[src/rtl/rv32_pkg.sv]
// Shared RV32I core definitions: datapath width, reset vector default and
// the fetch buffer entry format.
package rv32_pkg;

  localparam int unsigned XLEN = 32;
  localparam logic [XLEN-1:0] RESET_PC_DEFAULT = 32'h0000_0000;

  typedef struct packed {
    logic [XLEN-1:0] pc;
    logic [XLEN-1:0] instr;
  } fetch_entry_t;

  localparam int unsigned FETCH_ENTRY_W = $bits(fetch_entry_t);

endpackage

[src/rtl/fetch_fifo.sv]
// Synchronous FIFO with flush; head is read combinationally from storage.
// DEPTH must be a power of two so the pointers wrap naturally.
module fetch_fifo #(
  parameter int unsigned WIDTH = 32,
  parameter int unsigned DEPTH = 2
) (
  input  logic                         clk,
  input  logic                         reset,
  input  logic                         push_i,
  input  logic [WIDTH-1:0]             data_i,
  input  logic                         pop_i,
  input  logic                         flush_i,
  output logic [$clog2(DEPTH+1)-1:0]   count_o,
  output logic                         empty_o,
  output logic [WIDTH-1:0]             head_o
);

  localparam int unsigned PTR_W = $clog2(DEPTH);
  localparam int unsigned CNT_W = $clog2(DEPTH + 1);
  localparam logic [CNT_W-1:0] FULL_CNT = CNT_W'(DEPTH);

  logic [WIDTH-1:0] mem_q [DEPTH];
  logic [PTR_W-1:0] wr_ptr_q, wr_ptr_d;
  logic [PTR_W-1:0] rd_ptr_q, rd_ptr_d;
  logic [CNT_W-1:0] count_q, count_d;
  logic             do_push, do_pop;

  // A push into a full FIFO is accepted only when the head leaves the same cycle.
  assign do_pop  = pop_i && (count_q != '0);
  assign do_push = push_i && ((count_q != FULL_CNT) || do_pop);

  always_comb begin
    wr_ptr_d = wr_ptr_q;
    rd_ptr_d = rd_ptr_q;
    count_d  = count_q;
    if (flush_i) begin
      wr_ptr_d = '0;
      rd_ptr_d = '0;
      count_d  = '0;
    end else begin
      if (do_push) wr_ptr_d = wr_ptr_q + PTR_W'(1);
      if (do_pop)  rd_ptr_d = rd_ptr_q + PTR_W'(1);
      count_d = count_q + CNT_W'(do_push) - CNT_W'(do_pop);
    end
  end

  always_ff @(posedge clk) begin
    if (reset) begin
      wr_ptr_q <= '0;
      rd_ptr_q <= '0;
      count_q  <= '0;
    end else begin
      wr_ptr_q <= wr_ptr_d;
      rd_ptr_q <= rd_ptr_d;
      count_q  <= count_d;
    end
  end

  always_ff @(posedge clk) begin
    if (do_push && !flush_i) mem_q[wr_ptr_q] <= data_i;
  end

  assign count_o = count_q;
  assign empty_o = (count_q == '0);
  assign head_o  = mem_q[rd_ptr_q];

endmodule

[src/rtl/fetch_unit.sv]
// RV32I instruction fetch: owns the PC, issues credit-limited word requests
// and buffers returned instructions in order; redirects flush the buffer.
module fetch_unit
  import rv32_pkg::*;
#(
  parameter logic [31:0] RESET_PC = RESET_PC_DEFAULT,
  parameter int unsigned DEPTH    = 2
) (
  input  logic        clk,
  input  logic        reset,
  output logic        imem_req_valid,
  input  logic        imem_req_ready,
  output logic [31:0] imem_addr,
  input  logic        imem_rsp_valid,
  input  logic [31:0] imem_rsp_data,
  input  logic        Redirect,
  input  logic [31:0] RedirectPC,
  output logic        InstrValid,
  input  logic        InstrReady,
  output logic [31:0] Instr,
  output logic [31:0] PCF,
  output logic [31:0] PCPlus4F,
  output logic [24:0] Imm
);

  localparam int unsigned CNT_W = $clog2(DEPTH + 1);
  localparam int unsigned SUM_W = CNT_W + 1;

  logic [XLEN-1:0]  pc_q, pc_d;
  logic [CNT_W-1:0] out_cnt_q, out_cnt_d;
  logic [CNT_W-1:0] drop_cnt_q, drop_cnt_d;

  logic             req_fire;
  logic             buf_push, buf_pop, buf_empty;
  logic [CNT_W-1:0] buf_count;
  logic [FETCH_ENTRY_W-1:0] buf_head;
  fetch_entry_t     push_entry, head_entry;

  logic [XLEN-1:0]  trk_head;
  logic [CNT_W-1:0] trk_count;
  logic             trk_empty;
  logic             redirect_lsb_unused;

  assign redirect_lsb_unused = ^RedirectPC[1:0];

  // Credit: outstanding plus buffered fetches never exceed the buffer depth.
  assign imem_req_valid = !reset && !Redirect &&
                          ((SUM_W'(out_cnt_q) + SUM_W'(buf_count)) < SUM_W'(DEPTH));
  assign imem_addr = pc_q;
  assign req_fire  = imem_req_valid && imem_req_ready;

  assign buf_push   = imem_rsp_valid && (drop_cnt_q == '0) && !Redirect;
  assign buf_pop    = InstrValid && InstrReady && !Redirect;
  assign push_entry = '{pc: trk_head, instr: imem_rsp_data};

  always_comb begin
    pc_d       = pc_q;
    out_cnt_d  = out_cnt_q + CNT_W'(req_fire) - CNT_W'(imem_rsp_valid);
    drop_cnt_d = drop_cnt_q;
    if (Redirect) begin
      pc_d       = {RedirectPC[XLEN-1:2], 2'b00};
      drop_cnt_d = out_cnt_d;
    end else begin
      if (req_fire) pc_d = pc_q + XLEN'(4);
      if (imem_rsp_valid && (drop_cnt_q != '0)) drop_cnt_d = drop_cnt_q - CNT_W'(1);
    end
  end

  always_ff @(posedge clk) begin
    if (reset) begin
      pc_q       <= RESET_PC;
      out_cnt_q  <= '0;
      drop_cnt_q <= '0;
    end else begin
      pc_q       <= pc_d;
      out_cnt_q  <= out_cnt_d;
      drop_cnt_q <= drop_cnt_d;
    end
  end

  // PC of every accepted request, retired by its response (kept or dropped).
  fetch_fifo #(.WIDTH(XLEN), .DEPTH(DEPTH)) u_addr_q (
    .clk     (clk),
    .reset   (reset),
    .push_i  (req_fire),
    .data_i  (pc_q),
    .pop_i   (imem_rsp_valid),
    .flush_i (1'b0),
    .count_o (trk_count),
    .empty_o (trk_empty),
    .head_o  (trk_head)
  );

  fetch_fifo #(.WIDTH(FETCH_ENTRY_W), .DEPTH(DEPTH)) u_instr_buf (
    .clk     (clk),
    .reset   (reset),
    .push_i  (buf_push),
    .data_i  (push_entry),
    .pop_i   (buf_pop),
    .flush_i (Redirect),
    .count_o (buf_count),
    .empty_o (buf_empty),
    .head_o  (buf_head)
  );

  assign head_entry = buf_empty ? '0 : fetch_entry_t'(buf_head);
  assign InstrValid = !buf_empty;
  assign Instr      = head_entry.instr;
  assign PCF        = head_entry.pc;
  assign PCPlus4F   = head_entry.pc + XLEN'(4);
  assign Imm        = head_entry.instr[XLEN-1:7];

  // A response with nothing outstanding is a memory protocol violation.
  always_ff @(posedge clk) begin
    if (!reset) begin
      assert (!(imem_rsp_valid && trk_empty));
      assert (trk_count == out_cnt_q);
    end
  end

endmodule

[config.mk]
export PLATFORM = sky130hd
export DESIGN_NAME = fetch_unit
export DESIGN_NICKNAME = d
export VERILOG_FILES = /design/src/rtl/rv32_pkg.sv /design/src/rtl/fetch_fifo.sv /design/src/rtl/fetch_unit.sv
export SDC_FILE = /design/constraint.sdc
export NUM_CORES = 1
export LEC_CHECK = 0
export ABC_CLOCK_PERIOD_IN_PS = 5580
export CAP_MARGIN = 20
export CORE_UTILIZATION = 50
export CTS_BUF_LIST = sky130_fd_sc_hd__clkbuf_16
export DETAILED_ROUTE_END_ITERATION = 10
export PLACE_DENSITY = 0.76
export SYNTH_ARGS = -nofsm -noshare
export SYNTH_HDL_FRONTEND = slang
export SYNTH_SLANG_ARGS = --single-unit
[constraint.sdc]
create_clock -name clk -period 5.58 [get_ports clk]
set_input_delay 0.558 -clock clk [delete_from_list [all_inputs] [get_ports clk]]
set_output_delay 0.558 -clock clk [all_outputs]
set_load 0.05 [all_outputs]
# Word-level counts from Yosys, hierarchy flattened
# Memory sizes are Yosys's and may differ from the RTL's. A register that Yosys moved wholly into a read port is not among the register bits.
# Cells that the tools add are included.
# totals
wordCells	68
n_memories	2
latchBits	0
romBits	0
register_bits	44
ram_bits	192
output_inout_bits	155
# mem_list
name	depth	word_bits	rd	rd_clocked_by_memory_dff	wr	line	text
u_instr_buf.mem_q	2	64	1	1	1	fetch_fifo.sv:22	logic [WIDTH-1:0] mem_q [DEPTH];
u_addr_q.mem_q	2	32	1	1	1	fetch_fifo.sv:22	
# op_classes
n_addsub	14
shifts	0
eq_ne	2
bitwise	0
multipliers	0
reduce_logical	26
div_mod_pow	0
mux	13
order_cmp	1
# op_table
op	n
adder 32 x 3 -> 32 bit, second input constant	2
two-way mux 32 bit	2
two-way mux 64 bit	1
logical AND 1 bit	13
nonzero test 2 bit	5
two-way mux 1 bit	8
adder 2 x 1 -> 2 bit	3
subtractor 2 x 1 -> 2 bit	3
adder 1 bit, second input constant	4
zero test 2 bit	2
two-way mux 2 bit	2
!= test 2 bit, second input constant	2
adder 2 x 2 -> 3 bit	1
zero test 1 bit	3
less-than comparator 3 x 2 -> 1 bit, second input constant	1
logical OR 1 bit	2
OR reduction 2 bit	1
subtractor 2 x 1 -> 2 bit, second input constant	1

# Logic depth before layout (Yosys ltp)
# Gate-level depths: netlist of run 1.
# logic_depth
depth_word	10
mapped_depth	13
ltp_nobuf	11

# Hierarchy
# From an unflattened synthesis of run 1, not the netlist that was laid out.
# unflattened
hier_cells	832
area_unflattened_um2	11005.6
# by_module_without_submodules
module	seq_area_each_um2	n_inst	cells_per_inst	area_each_um2
fetch_fifo (u_instr_buf)	3943.8	1	224	4892.2
fetch_unit	680.7	1	483	3542.1
fetch_fifo (u_addr_q)	2021.9	1	125	2571.2

# Worst setup path before layout of run 1
# No wires, ideal clock.
# synth_timing
path_type	register to output
startpoint	register (tool-made name)
endpoint	output port PCPlus4F[22]
path_stages_with_launch	14
n_path_buf	5
setup_slack_ns	0.510
required_time_ns	5.022
t_arrival_ns	4.512
path_cell_list	dfxtp_1 buf_2 buf_1 buf_2 buf_2 buf_2 mux2i_1 nor2_1 ha_1 nand4_1 nor2_1 o2111ai_1 nor4b_1 xor2_1
# synth_lines
element	line	text
end, declared	fetch_unit.sv:22	output logic [31:0] PCPlus4F,

==> impl_metrics.ini, run 1 <==
[grt]
grt_remaining_overflow = 0
grt_pass1_vias = 6402
antenna_found_initial = 0
grt_max_degree = 70
grt_pass1_wl_um = 34360
grt_usage_pct = 21.41

[logic_synthesis]
synth_cell_types = 61
async_flop_share_pct = 0
synth_edf_count = 184
ys.flop_type = edfxtp_1
ys_ff_latch = 228
ys_warn_count = 0
synth-seq-area-share_pct = 62.75
syn_inst = 804
syn_area_per_cell_um2 = 12.70
syn_area_mm2 = 0.01021

[clock_network]
clkLatencyLatePin_ps = 490
path_clk_slew_ps = 60
numCtsBuffers = 23
cts_sinks = 228
postCtsHoldBufs = 0
root_buffer = clkbuf_16
cts_tree = yes
cts_setup_buffers = 0
htreeDepth = 1
cts_resized = 0
clk_path_buf_depth = 3

[detailed_routing]
topRoutingLayerUsed = met4
wl_um = 22530
drt_iter0_drc = 412
ant_nets = 0
wl_met2_um = 10510
drc_errors = 0
wl_per_cell_um = 17.67
via_per_inst = 5.416
m1WireLength_um = 9693
firstDrtPassIters = 4
vias = 6905
wl_met3_um = 2020

[timing]
setup_viol = 0
setup-tns-final_ps = 0
skew_ps = 11.45
relSlewSlack_pct = 37.16
hold-worst-slack_ps = 522.5
layout_min_cycle_time_ps = 4749
hold_viol = 0
min_period_over_period_pct = 85.11
grt_setup_unrepaired = no
max_freq_ghz = 0.2106
slew_viol_final = 0
worst_pin_slew_ps = 942.6

[placed_design]
post_dp_cell_area_mm2 = 0.01246
hpwl_um = 15800
gp_congestion = 0.7908
numPortBuffers = 216

[floorplan]
die_area_mm2 = 0.02099
core_mm2 = 0.01972
die_x_um = 144.9
top_level_ports = 225
start_util_pct = 51.78
row_count = 51
fp.dieH_um = 144.9

[pwr]
p_comb_share_pct = 16.6
p_clk_share_pct = 34.6
p_leak_nw = 4.394
sw_frac_of_total_pct = 26.02
internal_power_mw = 3.053
p_sw_mw = 1.073
seq_power_share_pct = 48.8
powerDensity_mw_per_mm2 = 313.8
ir_drop_mv = 0.1975

[job]
maxCapViolations = 0

[worst_setup_path]
arrival_ps = 4190
worstSetupStartpointType = flip-flop
path_max_fanout = 33
critPathRequiredTime_ps = 5020
crit_type = flip-flop to output pin
crit_path_end_kind = output pin

[outcome]
outcome = completed

[finish]
final_cell_mix = 216 x clkdlybuf4s50_1, 184 x edfxtp_1, 89 x nor2_1
final_area_mm2 = 0.01315
fillers = 1445
layout_commonest_cell = clkdlybuf4s50_1
antennaDiodeCount = 0
areaGrowthSynthToFinish_pct = 28.80
nets = 1075
drive_above_1_share_pct = 8.515

[worst_hold_path]
worstHoldPathType = flip-flop to flip-flop
-- area by class of cell --
type	instances	area, um2	share of cell area (%)
Clock buffer	23	575.6	4.377
Clock inverter	17	118.9	0.9039
Inverter	26	97.59	0.7422
Multi-Input combinational cell	486	3349	25.47
Sequential cell	228	6410	48.74
Tap cell	265	331.6	2.521
Timing Repair Buffer	230	2267	17.24
-- registers in the layout (all words and copies together) (netlist names), named ones only --
register	count
drop_cnt_q	2
imem_addr	30
out_cnt_q	2
u_addr_q.count_o	2
u_addr_q.mem_q	60
u_addr_q.rd_ptr_q	1
u_addr_q.wr_ptr_q	1
u_instr_buf.count_o	2
u_instr_buf.mem_q	124
u_instr_buf.rd_ptr_q	1
u_instr_buf.wr_ptr_q	1
-- layer usage --
metal / GRT usage (%) / vias up
met4: 4.875 / 0
met3: 5.331 / 22
li1: - / 3327
met2: 35.65 / 257
met5: 0 / -
met1: 28.21 / 3299
-- metrics by stage --
stage / setup slack [ps] / util [%] / power [mW] / instances
5_1_grt: 429.4 / 66.69 / 4.273 / 1275
6_report: 831.0 / 66.69 / 4.126 / 1275
3_3_place_gp: 1344 / 63.17 / 2.718 / 1235
2_1_floorplan: 510.3 / - / 2.509 / 809
4_1_cts: 778.7 / 66.69 / 4.152 / 1275
3_5_place_dp: 1299 / 63.17 / 2.733 / 1235
-- final timing paths --
check,from,end,slack (ps),cells past startpoint
worst min register to register,imem_addr[26],u_addr_q.mem_q[0][26],520,0
worst min-delay path,imem_addr[26],u_addr_q.mem_q[0][26],520,0
worst max-delay path,flip-flop,PCPlus4F[26],830,7
worst max register to register,u_instr_buf.count_o[0],u_addr_q.mem_q[0][18],2180,8
-- synth_stat cells, types with 4 or more instances --
| cell type | count | area [um2] |
|---|---|---|
| and3_1 | 6 | 37.54 |
| a41oi_1 | 5 | 43.79 |
| ha_1 | 9 | 112.6 |
| and2_1 | 5 | 31.28 |
| a31oi_1 | 13 | 81.33 |
| dfxtp_1 | 44 | 880.8 |
| inv_1 | 25 | 93.84 |
| buf_1 | 5 | 18.77 |
| nand3b_1 | 11 | 82.58 |
| a211oi_1 | 8 | 60.06 |
| nor4_1 | 6 | 37.54 |
| or3_1 | 5 | 31.28 |
| and4_1 | 5 | 43.79 |
| edfxtp_1 | 184 | 5525 |
| nor2b_1 | 5 | 31.28 |
| nand3_1 | 24 | 120.1 |
| nor2_1 | 90 | 337.8 |
| buf_4 | 31 | 232.7 |
| mux2_2 | 34 | 382.9 |
| nand4_1 | 18 | 112.6 |
| buf_2 | 9 | 45.04 |
| nand2_1 | 45 | 168.9 |
| o21ai_0 | 8 | 40.04 |
| clkbuf_1 | 23 | 86.33 |
| a21oi_1 | 19 | 95.09 |
| mux2i_1 | 60 | 600.6 |
| xor2_1 | 20 | 175.2 |
| xnor2_1 | 21 | 183.9 |
| a311oi_1 | 4 | 35.03 |
| nor3_1 | 16 | 80.08 |
-- logic make-up after synthesis --
kind of cell | after synthesis | synth area share, %
fa+ha+maj | 10 | 1.299
compound gates | 85 | 5.784
xor+xnor | 41 | 3.517
mux | 95 | 9.743
other cells | 1 | 0.03673
buf+inv | 95 | 4.816
simple gates | 249 | 12.06
flops | 228 | 62.75
-- critical path: stages, from the launching register on --
cell	delay, ps
dfxtp_4	670
buf_4	480
mux2i_1	230
a211oi_1	540
nand4_1	410
nor4_1	330
xor2_1	190
clkdlybuf4s50_1	820
-- power groups by stage --
stage / logic (mW) / registers [mW] / clock network (mW)
floorplan: 0.430 / 2.08 / 0
global placement: 0.674 / 2.04 / 0
detailed placement: 0.684 / 2.05 / 0
CTS: 0.688 / 2.01 / 1.45
global route: 0.732 / 2.03 / 1.52
finish: 0.684 / 2.01 / 1.43
(Power assumes the default switching activity.)
==> inputs of run 2 (changes only) <==
- GPL_TIMING_DRIVEN: not set -> 0
- SLEW_MARGIN: not set -> 20
==> run 2 against run 1 <==
Compared with the run above:
- first-iteration DRC count grew 14%
- final cell count increased by 4.6%
- global-route usage is 2.1 points higher
- clock power barely moved
- sequential power hardly changed
- worst hold slack got worse by 260 ps
- clock skew rose by 2.5 ps
- setup slack worse by 490 ps
- critical endpoint is now PCPlus4F[22]
==> impl_metrics.ini, run 2 (same netlist as run 1, synthesis figures left out) <==
[finish]
postLayoutCoreUtil_pct = 68.60
drive_above_1_share_pct = 11.51
stdcell_count = 1334
multi_input_area_mm2 = 0.003364
final_area_mm2 = 0.01353
layout_commonest_cell = clkdlybuf4s50_1
regArea_mm2 = 0.006406
areaGrowthSynthToFinish_pct = 32.49
final_cell_mix = 207 x clkdlybuf4s50_1, 184 x edfxtp_1, 89 x nor2_1
largest_reg_flops = 124
antennaDiodeCount = 0
fillers = 1416
regMostFlops = u_instr_buf.mem_q
nets = 1132

[worst_hold_path]
worstHoldPathType = input pin to flip-flop

[placed_design]
gp_congestion = 0.8863
post_dp_cell_area_mm2 = 0.01283
hpwl_um = 17720
numPortBuffers = 215
place_ws_ps = 8.666
place_inst = 1293

[clock_network]
cts_tree = yes
root_buffer = clkbuf_16
clk_path_buf_depth = 3
cts_sinks = 228
postCtsHoldBufs = 0
clkLatencyLatePin_ps = 510
path_clk_slew_ps = 60
numCtsBuffers = 23
htreeDepth = 1
cts_resized = 6
cts_setup_buffers = 0

[detailed_routing]
firstDrtPassIters = 5
wl_um = 24540
vias = 7271
topRoutingLayerUsed = met4
wl_met2_um = 11780
ant_nets = 0
wl_per_cell_um = 18.40
drt_iter0_drc = 468
via_per_inst = 5.451
wl_met3_um = 2177
drc_errors = 0
m1WireLength_um = 10020

[timing]
worst_pin_slew_ps = 831.1
hold-worst-slack_ps = 258.5
min_period_over_period_pct = 93.94
slew_viol_final = 0
relSlewSlack_pct = 44.26
postLayoutSetupSlackWorst_ps = 338.3
setup_viol = 0
skew_ps = 13.98
grt_setup_unrepaired = no
max_freq_ghz = 0.1908
hold_viol = 0
setup-tns-final_ps = 0
layout_min_cycle_time_ps = 5242

[job]
maxCapViolations = 0

[grt]
grt_remaining_overflow = 0
grt_max_degree = 35
grt_pass1_wl_um = 37490
grt_pass1_vias = 7019
grt_usage_pct = 23.47
antenna_found_initial = 0

[floorplan]
top_level_ports = 225
start_util_pct = 51.78
core_mm2 = 0.01972
row_count = 51
fp.dieH_um = 144.9
die_area_mm2 = 0.02099
die_x_um = 144.9

[pwr]
p_leak_nw = 4.702
total_power_mw = 4.138
powerDensity_mw_per_mm2 = 305.9
ir_drop_mv = 0.1864

[worst_setup_path]
rrSetupSlack_ps = 1870
crit_path_end_kind = output pin
arrival_ps = 4680
crit_type = flip-flop to output pin
worstSetupStartpointType = flip-flop
critPathRequiredTime_ps = 5020
path_max_fanout = 18

[outcome]
outcome = completed
run 2: changes by cell type in the layout (fill, tap and decap cells not counted), sizes merged, moves of 2 or more:
| cell | delta |
|---|---|
| clkbuf | +25 |
| inv | +4 |
| dlymetal6s2s | +4 |
| buf | +34 |
| clkinv | -2 |
| clkdlybuf4s50 | -9 |
| dlygate4sd2 | +2 |
run 2: final cells by class:
type | instances | share of cell area, %
plain buffers | 68 | 2.895
clock buffers | 23 | 4.255
clock inverters | 19 | 0.8140
inverters | 26 | 0.7215
multi-input cells | 486 | 24.87
flip-flops and latches | 228 | 47.36
well taps | 265 | 2.451
repair buffers | 219 | 16.63
run 2: path summary, 6_finish.rpt:
| kind | cells past startpoint | to | from |
|---|---|---|---|
| worst max-delay path | 13 | PCPlus4F[22] | flip-flop |
| worst min-delay path | 2 | imem_addr[30] | reset |
| worst max register to register | 8 | u_addr_q.mem_q[1][3] | u_instr_buf.count_o[0] |
| worst min register to register | 0 | u_addr_q.mem_q[0][26] | imem_addr[26] |
run 2: power by group:
| part | leakage [nW] | switching, mW | internal (mW) | total (mW) |
|---|---|---|---|---|
| clock network | 0.372 | 0.605 | 0.793 | 1.40 |
| registers | 2.05 | 0.0589 | 1.96 | 2.02 |
| logic | 2.28 | 0.442 | 0.284 | 0.726 |
run 2: worst max-delay path, cell delays in order, from the launching register on:
cell and delay (ps):
dfxtp_1 320, buf_2 350, buf_2 380, buf_2 350, buf_2 370, mux2i_1 130, nor2_1 140, ha_1 310
nand4_1 140, nor2_1 250, o2111ai_2 290, nor4b_2 440, xor2_1 180, clkdlybuf4s15_1 530
run 2: routing by layer:
layer	vias up	global-route usage [%]
met5	-	0
met4	0	7.036
met3	46	4.278
met2	325	40.97
met1	3449	29.67
li1	3451	-
==> inputs of run 3 (changes only) <==
- CORE_MARGIN: not set -> 2
- CORE_UTILIZATION: 50 -> 51
- PLACE_DENSITY: 0.76 -> 0.78
==> run 3 against run 2 <==
Compared with the run above:
- routed wire length is 0.13% higher
- fmax is 0.30% higher
- largest power group unchanged
- sequential share of layout area is 0.074 points lower
- largest cell class unchanged
- power is 1.5% higher
- register-to-register slack hardly changed
- critical path type unchanged
- clock skew is 1.7 ps higher
==> impl_metrics.ini, run 3 (same netlist as run 1, synthesis figures left out) <==
[outcome]
outcome = completed

[grt]
use_met2_pct = 38.39
antenna_found_initial = 0
grtUsageMet3_pct = 4.075
top_usage_layer = met2
grt_pass1_wl_um = 38650
grt_max_degree = 34
grt_use_met1_pct = 31.07
grt_usage_pct = 22.76
grt_pass1_vias = 7027
grt_remaining_overflow = 0

[timing]
layout_min_cycle_time_ps = 5226
relSlewSlack_pct = 41.11
setup-tns-final_ps = 0
grt_setup_unrepaired = no
max_freq_ghz = 0.1913
skew_ps = 15.65
worst_pin_slew_ps = 876.6
setup_viol = 0
hold_viol = 0
slew_viol_final = 0
min_period_over_period_pct = 93.66

[finish]
areaGrowthSynthToFinish_pct = 32.70
regMostFlops = u_instr_buf.mem_q
drive_above_1_share_pct = 11.79
antennaDiodeCount = 0
final_cell_mix = 206 x clkdlybuf4s50_1, 184 x edfxtp_1, 89 x nor2_1
stdcell_count = 1334
postLayoutCoreUtil_pct = 69.38
nets = 1132
largest_reg_flops = 124
fillers = 1380
layout_commonest_cell = clkdlybuf4s50_1
regArea_mm2 = 0.006406
multi_input_area_mm2 = 0.003358

[clock_network]
path_clk_slew_ps = 60
numCtsBuffers = 23
htreeDepth = 1
root_buffer = clkbuf_16
clk_path_buf_depth = 3
cts_tree = yes
cts_sinks = 228
cts_setup_buffers = 0
clkLatencyLatePin_ps = 500

[worst_setup_path]
max_stage_delay_ps = 850
rrSetupSlack_ps = 1880
reg2reg_from = u_instr_buf.count_o[0]
critPathRequiredTime_ps = 5020
endpoint = PCPlus4F[12]
crit_path_end_kind = output pin
crit_type = flip-flop to output pin
worstSetupStartpointType = flip-flop
cp_common_cell = buf_2
crit_slowest_cell = clkdlybuf4s50_1
worstPathCellList = buf_2, buf_2, buf_2, buf_2, mux2i_1, nor2_1, ha_1, nand4_1, nor2_1, o211ai_1, xnor2_1, clkdlybuf4s50_1
arrival_ps = 4670
regToRegEndpoint = u_addr_q.mem_q[1][6]
reg2reg_depth = 8
path_max_fanout = 18

[placed_design]
place_inst = 1293
hpwl_um = 18130
numPortBuffers = 215
gp_congestion = 0.8859

[detailed_routing]
drt_iter0_drc = 485
via_per_inst = 5.470
firstDrtPassIters = 5
wl_per_cell_um = 18.42
vias = 7297
ant_nets = 0
wl_um = 24570
drc_errors = 0

[job]
maxCapViolations = 0

[floorplan]
top_level_ports = 225
die_area_mm2 = 0.02117
row_count = 51
core_mm2 = 0.01953
fp.dieH_um = 145.5
start_util_pct = 52.29
die_x_um = 145.5

[pwr]
ir_drop_mv = 0.2163
p_leak_nw = 4.716
powerDensity_mw_per_mm2 = 310.0

[worst_hold_path]
worstHoldPathType = input pin to flip-flop
[run 3: critical path: cells and delay by family, from the launching register on]
family                   cells  cell delay (ps)
AO/OA/AOI/OAI                1              310
XOR/XNOR                     1              250
adder cells (fa/ha/maj)      1              320
buffers and inverters        5             2270
flip-flops                   1              330
multiplexers                 1              140
AND/OR/NAND/NOR              3              530
[run 3: repair_timing]
action                                  4_1_cts  5_1_grt
gates resized for setup                       5       12
endpoints found under the setup margin       10        9
hold buffers                                  0        0
[run 3: where the power goes]
group,internal [mW],switching [mW],leakage [nW]
Sequential,1.96,0.0586,2.05
Combinational,0.282,0.440,2.30
Clock,0.847,0.617,0.372
[run 3: how the worst min path moves through the flow]
| stage | startpoint | endpoint | slack (ps) | depth (start not counted) |
|---|---|---|---|---|
| detailed placement | imem_addr[26] | u_addr_q.mem_q[0][26] | 510 | 0 |
| CTS | reset | imem_addr[30] | 250 | 2 |
| floorplan | u_addr_q.rd_ptr_q | flip-flop | 480 | 2 |
| global placement | u_addr_q.rd_ptr_q | flip-flop | 500 | 2 |
| global route | reset | imem_addr[30] | 260 | 2 |
| finish | reset | imem_addr[30] | 260 | 2 |
[run 3: per-layer routing]
layer	vias to the layer above	wire length (um)
met1	3459	10390
met5	-	0
met2	365	11730
met3	34	2026
met4	0	430
li1	3439	-
[run 3: layout make-up]
type                            instances  share of cell area, %
Clock buffer                           23                  4.248
Inverter                               26                 0.7204
Tap cell                              265                  2.447
Sequential cell                       228                  47.28
Multi-Input combinational cell        486                  24.79
Clock inverter                         19                  1.090
Timing Repair Buffer                  219                  16.53
Buffer                                 68                  2.891
[run 3: through the flow]
stage / worst slack (ps) / hold WS [ps] / power, mW / area [um2]
CTS: 29.93 / 245.6 / 4.225 / 13540
finish: 353.7 / 263.7 / 4.200 / 13550
detailed placement: 82.22 / 513.7 / 2.768 / 12820
floorplan: 510.3 / 480.9 / 2.509 / 10230
global route: 17.04 / 256.4 / 4.354 / 13550
global placement: -995.2 / 495.3 / 2.744 / 12710
